### src/rtl/sp_pkg.sv
// Shared definitions for the bandscope capture scheduler: state encoding and default sizes.
package sp_pkg;

  typedef enum logic [2:0] {
    SP_IDLE  = 3'd0,
    SP_ARM   = 3'd1,
    SP_FILL  = 3'd2,
    SP_DRAIN = 3'd3,
    SP_HOLD  = 3'd4
  } sp_state_t;

  localparam int SP_CAP_LEN_DEF  = 16384;
  localparam int SP_FRAME_CNT_W  = 16;

endpackage

### src/rtl/sp_decim_ctr.sv
// Modulo-(ratio+1) counter of valid samples; hit is high when the count is 0 (sample to keep).
module sp_decim_ctr #(
  parameter int W = 4
) (
  input  logic         clk,
  input  logic         reset_n,
  input  logic         clear,
  input  logic [W-1:0] ratio,
  input  logic         step,
  output logic         hit
);

  logic [W-1:0] ratio_q;
  logic [W-1:0] cnt_q;

  // clear also latches the ratio so it stays fixed for the whole frame
  always_ff @(posedge clk or negedge reset_n) begin
    if (!reset_n) begin
      ratio_q <= '0;
      cnt_q   <= '0;
    end else if (clear) begin
      ratio_q <= ratio;
      cnt_q   <= '0;
    end else if (step) begin
      cnt_q <= (cnt_q == ratio_q) ? '0 : cnt_q + 1'b1;
    end
  end

  assign hit = (cnt_q == '0);

endmodule

### src/rtl/sp_capture_sched.sv
// Counted, rate-limited capture scheduler for the SP sample FIFO.
// Optional trigger gating of ARM->FILL is built when SP_TRIG_EN is defined.
//
// state | meaning
// IDLE  | waiting for cfg_enable with an empty FIFO
// ARM   | latch decimation, clear counters (waits for trig_in rise with SP_TRIG_EN)
// FILL  | writing decimated samples until CAP_LEN writes or FIFO full
// DRAIN | frame complete, waiting for readout to empty the FIFO
// HOLD  | holdoff down-count before returning to IDLE
module sp_capture_sched
  import sp_pkg::*;
#(
  parameter int CAP_LEN = SP_CAP_LEN_DEF,
  parameter int HOLD_W  = 24,
  parameter int DEC_W   = 4
) (
  input  logic                      clk,
  input  logic                      reset_n,
  input  logic                      cfg_enable,
  input  logic [DEC_W-1:0]          cfg_decim,
  input  logic [HOLD_W-1:0]         cfg_holdoff,
  input  logic                      sample_valid,
  input  logic                      fifo_wrempty,
  input  logic                      fifo_wrfull,
  input  logic                      trig_in,
  output logic                      fifo_write,
  output logic                      have_sp_data,
  output logic [SP_FRAME_CNT_W-1:0] frame_cnt,
  output logic                      ovf_sticky
);

  localparam int CNT_W = $clog2(CAP_LEN);
  localparam logic [CNT_W-1:0] LAST_IDX = CNT_W'(CAP_LEN - 1);

  sp_state_t         state_q, state_d;
  logic [CNT_W-1:0]  samp_q;
  logic [HOLD_W-1:0] hold_q;
  logic              decim_hit;
  logic              decim_clr;
  logic              decim_step;
  logic              empty_eff;
  logic              trig_rise;

  // empty and full together is illegal; full wins
  assign empty_eff = fifo_wrempty & ~fifo_wrfull;

`ifdef SP_TRIG_EN
  logic trig_q;
  always_ff @(posedge clk or negedge reset_n) begin
    if (!reset_n) trig_q <= 1'b0;
    else          trig_q <= trig_in;
  end
  assign trig_rise = trig_in & ~trig_q;
`else
  logic unused_trig;
  assign unused_trig = trig_in;
  assign trig_rise   = 1'b1;
`endif

  assign decim_step = (state_q == SP_FILL) & sample_valid;
  assign fifo_write = (state_q == SP_FILL) & sample_valid & decim_hit & ~fifo_wrfull;

  sp_decim_ctr #(.W(DEC_W)) u_decim (
    .clk     (clk),
    .reset_n (reset_n),
    .clear   (decim_clr),
    .ratio   (cfg_decim),
    .step    (decim_step),
    .hit     (decim_hit)
  );

  always_comb begin
    state_d   = state_q;
    decim_clr = 1'b0;
    case (state_q)
      SP_IDLE:  if (cfg_enable && empty_eff) state_d = SP_ARM;
      SP_ARM: begin
        decim_clr = 1'b1;
`ifdef SP_TRIG_EN
        if (!cfg_enable)    state_d = SP_IDLE;
        else if (trig_rise) state_d = SP_FILL;
`else
        if (trig_rise)      state_d = SP_FILL;
`endif
      end
      SP_FILL: begin
        if (fifo_wrfull)                          state_d = SP_DRAIN;
        else if (fifo_write && samp_q == LAST_IDX) state_d = SP_DRAIN;
      end
      SP_DRAIN: if (empty_eff)      state_d = SP_HOLD;
      SP_HOLD:  if (hold_q == '0)   state_d = SP_IDLE;
      default:                      state_d = SP_IDLE;
    endcase
  end

  always_ff @(posedge clk or negedge reset_n) begin
    if (!reset_n) begin
      state_q      <= SP_IDLE;
      samp_q       <= '0;
      hold_q       <= '0;
      have_sp_data <= 1'b0;
      frame_cnt    <= '0;
      ovf_sticky   <= 1'b0;
    end else begin
      state_q      <= state_d;
      have_sp_data <= (state_d == SP_DRAIN);
      if (state_q == SP_ARM)  samp_q <= '0;
      else if (fifo_write)    samp_q <= samp_q + 1'b1;
      if (state_q == SP_DRAIN && state_d == SP_HOLD) begin
        hold_q    <= cfg_holdoff;
        frame_cnt <= frame_cnt + 1'b1;
      end else if (state_q == SP_HOLD && hold_q != '0) begin
        hold_q <= hold_q - 1'b1;
      end
      if (state_q == SP_FILL && fifo_wrfull) ovf_sticky <= 1'b1;
    end
  end

endmodule

### config.mk
export PLATFORM = sky130hd
export DESIGN_NAME = sp_capture_sched
export DESIGN_NICKNAME = d
export VERILOG_FILES = /design/src/rtl/sp_pkg.sv /design/src/rtl/sp_decim_ctr.sv /design/src/rtl/sp_capture_sched.sv
export SDC_FILE = /design/constraint.sdc
export NUM_CORES = 1
export LEC_CHECK = 0
export ABC_CLOCK_PERIOD_IN_PS = 2050
export CAP_MARGIN = 20
export CELL_PAD_IN_SITES_DETAIL_PLACEMENT = 1
export CELL_PAD_IN_SITES_GLOBAL_PLACEMENT = 1
export CORE_AREA = 2 2 98 100
export CTS_BUF_LIST = sky130_fd_sc_hd__clkbuf_8
export DETAILED_ROUTE_END_ITERATION = 10
export DIE_AREA = 0 0 100 102
export PLACE_DENSITY_LB_ADDON = 0.1
export SYNTH_ARGS = -nofsm -noshare
export SYNTH_HDL_FRONTEND = slang
export SYNTH_SLANG_ARGS = --single-unit
export TNS_END_PERCENT = 50
### constraint.sdc
create_clock -name clk -period 2.05 [get_ports clk]
set_input_delay 0.41 -clock clk [delete_from_list [all_inputs] [get_ports clk]]
set_output_delay 0.41 -clock clk [all_outputs]
set_load 0.1 [all_outputs]
==> run metrics <==
global-route wire length before repair=16,010 um; Layout Skew=6.331 ps; Die Width=100 um; top_reg_cell synth=dfrtp_1; sequential cell area fraction in the yosys report=47.69%; number of DRC markers in iteration 0=89; fin nets=512; Crit Path Max Fanout=6; Synth Area in XOR/XNOR=9.217%; Tot GR Track Use=20.00%; Buf/Inv on CP=3; reg2reg setup slack=20 ps; crit-path leading delay family=simple AND/OR/NAND/NOR gates; relative slew slack=72.32%; Leak Pwr=2.115 nW; Setup crit end=hold_q[15]; Synth Cell Area=3516 um^2; die height=102 um; core area=9109 um^2; reg2reg end=hold_q[15]; Post-Synth Adder-Cell Area=1.779%; site row count=35; Worst Tran Pin Value=411.4 ps; crit path cell chain=buf_4 > buf_4 > nor3_2 > buf_4 > nand3_1 > or4_4 > or3_1 > nand3_1; Async S/R FF share, synth=100.0%; Worst EP arrival=2330 ps; first drt pass iteration count=4; Fin Setup TNS=0 ps; largest family of logic cells by synthesized area=simple AND/OR/NAND/NOR gates; Root Driver=clkbuf_8; P&R area growth vs syn=39.89%; per-cell routed wire length=16.24 um; Worst-Skew Late Latency=350 ps; H-tree depth=3; Overflow after GRT=0; Post-synth EDFFs=0; CTS Hold Bufs=0; Worst path slowest cell=or4_4; fin crit period=2035 ps; antenna violations before repair=0; Ys Warns=0; DR vias/cell=5.406; vias in the first global route=3,269; Initial Util=38.60%; syn_area_per_cell=9.766 um^2; Worst Path Required=2340 ps; largest net degree at the start of global routing=68; cell count along the critical path=8; routability cong.=0.8716; final setup fails=0; Final Non-Filler Cells=588; mux cell area share after synthesis=1.566%; top post-synthesis cells by area=dfrtp_1 (48%), xnor2_1 (7.5%), nand2_1 (4.7%); via count=3,179; upper clock frequency limit=491.5 MHz; Synth cell types=56; clk buf depth=2; Worst Setup SP=hold_q[1]; Max-cap violations=0; #FFs+latches synth=67; RSZ-0062 raised after global routing=true; fin util=54.00%; Remaining DRCs=0; largest area contributor in the netlist=dfrtp_1; DIE AREA=10,200 um^2; # diodes=0; WL final=9550 um; Final ANT Viol Nets=0; max incr delay on CP=440 ps; Tcrit/Tclk final=99.26%; Worst R2R Start=hold_q[1]; Compound-Gate Fraction of Synth Area=10.32%; Pwr Density=1147 nW/um^2; crit path capture type=register; clk sinks=67; reg2reg path depth=8; status=complete, no violations; simple-gate area share of the yosys netlist=26.37%; CP dominant cell by count=buf_4; ratio of cells with drive above 1 in the final layout=27.04%; CP Class=register to register; Reg clk slew, reported paths=80 ps; IO Port Bufs=52; area fraction of the dominant cell type after synthesis=47.69%; CTS tree=built; Worst setup SP type=register; Hold Fails Final Rpt=0; Synth Net Count=400; final HPWL from detailed placement=6593 um; Ports=54; Hold Path Class=input port to async pin; Placed Instances=562; Max VDD drop=419.2 uV; post-synthesis cell count=360; CTS buffer count=9; final slew viol count=0
## what timing repair did
action | 4_1_cts | 5_1_grt
gates resized for setup | 11 | 19
setup buffers | 2 | 8
pin swaps | 2 | 6
setup endpoints to repair | 11 | 15
## placed cells by master, fill, tap and decap left out, types with 8 or more instances in the layout
| master | Yosys | routed |
|---|---|---|
| nor2_1 | 30 | 30 |
| nor3_1 | 11 | 10 |
| clkbuf_8 | 0 | 10 |
| inv_1 | 13 | 11 |
| xnor2_1 | 30 | 30 |
| dfrtp_1 | 67 | 67 |
| nand2_1 | 44 | 43 |
| nand4_1 | 10 | 10 |
| or3_1 | 8 | 8 |
| buf_4 | 0 | 74 |
| a21oi_1 | 9 | 8 |
| o21ai_0 | 11 | 11 |
| nand3_1 | 20 | 20 |
| clkdlybuf4s50_1 | 0 | 31 |
## kinds of logic after synthesis
kind of cell	Yosys count
buf+inv	25
simple gates	169
mux	5
compound gates	52
xor+xnor	37
flops	67
fa+ha+maj	5
## cell usage after synthesis (all sizes together), types with 7 or more instances
master,instances
nand2,44
o21ai,11
nand3,21
xor2,7
xnor2,30
nor2,30
or3,8
a21oi,9
nor4,10
nand4,10
buf,7
inv,13
nor3,13
dfrtp,67
## through the flow
step           cell area (um^2)  power, mW  hold WS, ps  setup WS, ps
6_report                   4918      5.642        66.04         15.25
2_1_floorplan              3520      3.338        114.4        -31.14
3_5_place_dp               4481      4.116        463.8        -193.0
5_1_grt                    4918      6.002        92.73        -78.55
3_3_place_gp               4481      4.031        464.6        -166.2
4_1_cts                    4757      5.501        78.04         9.214
## worst reg2reg max path: cells and delay by family (launching register included)
| kind | cells | cell delay, ps |
|---|---|---|
| buffers and inverters | 3 | 440 |
| DFF | 1 | 390 |
| and+or+nand+nor | 5 | 1140 |
## worst min path at each step
stage / cells after the start / start / slack [ps] / endpoint
CTS: 2 / reset_n / 80 / samp_q[2]
finish: 2 / reset_n / 70 / samp_q[4]
global route: 2 / reset_n / 90 / samp_q[4]
global placement: 1 / frame_cnt[15] / 460 / frame_cnt[15]
detailed placement: 1 / frame_cnt[15] / 460 / frame_cnt[15]
floorplan: 0 / reset_n / 110 / frame_cnt[0]
## where the power goes
group | switching, mW | total [mW] | internal [mW]
Clock | 0.562 | 1.28 | 0.718
Sequential | 0.438 | 2.13 | 1.69
Combinational | 1.22 | 2.23 | 1.01
Total | 2.22 | 5.64 | 3.43
## metal layers
| metal | part of all wire (%) | up-vias | global-route usage, % |
|---|---|---|---|
| li1 | - | 1528 | - |
| met1 | 44 | 1580 | 25.83 |
| met2 | 51 | 55 | 33.99 |
| met3 | 3.4 | 16 | 3.694 |
| met4 | 1.7 | 0 | 6.955 |
| met5 | 0 | - | 0 |
## state kept, by name (all words and copies together), names as in the netlist
name             flops
have_sp_data         1
hold_q              24
frame_cnt           16
u_decim.ratio_q      4
ovf_sticky           1
samp_q              14
u_decim.cnt_q        4
state_q              3
## layout make-up
type | instances | area, um^2
well taps | 111 | 138.9
clock inverters | 6 | 88.84
repair buffers | 113 | 964.7
flip-flops and latches | 67 | 1677
fillers | 1023 | 4190
inverters | 13 | 52.55
clock buffers | 10 | 137.6
multi-input cells | 268 | 1859
Note: power is estimated with default switching activity, not from simulation.
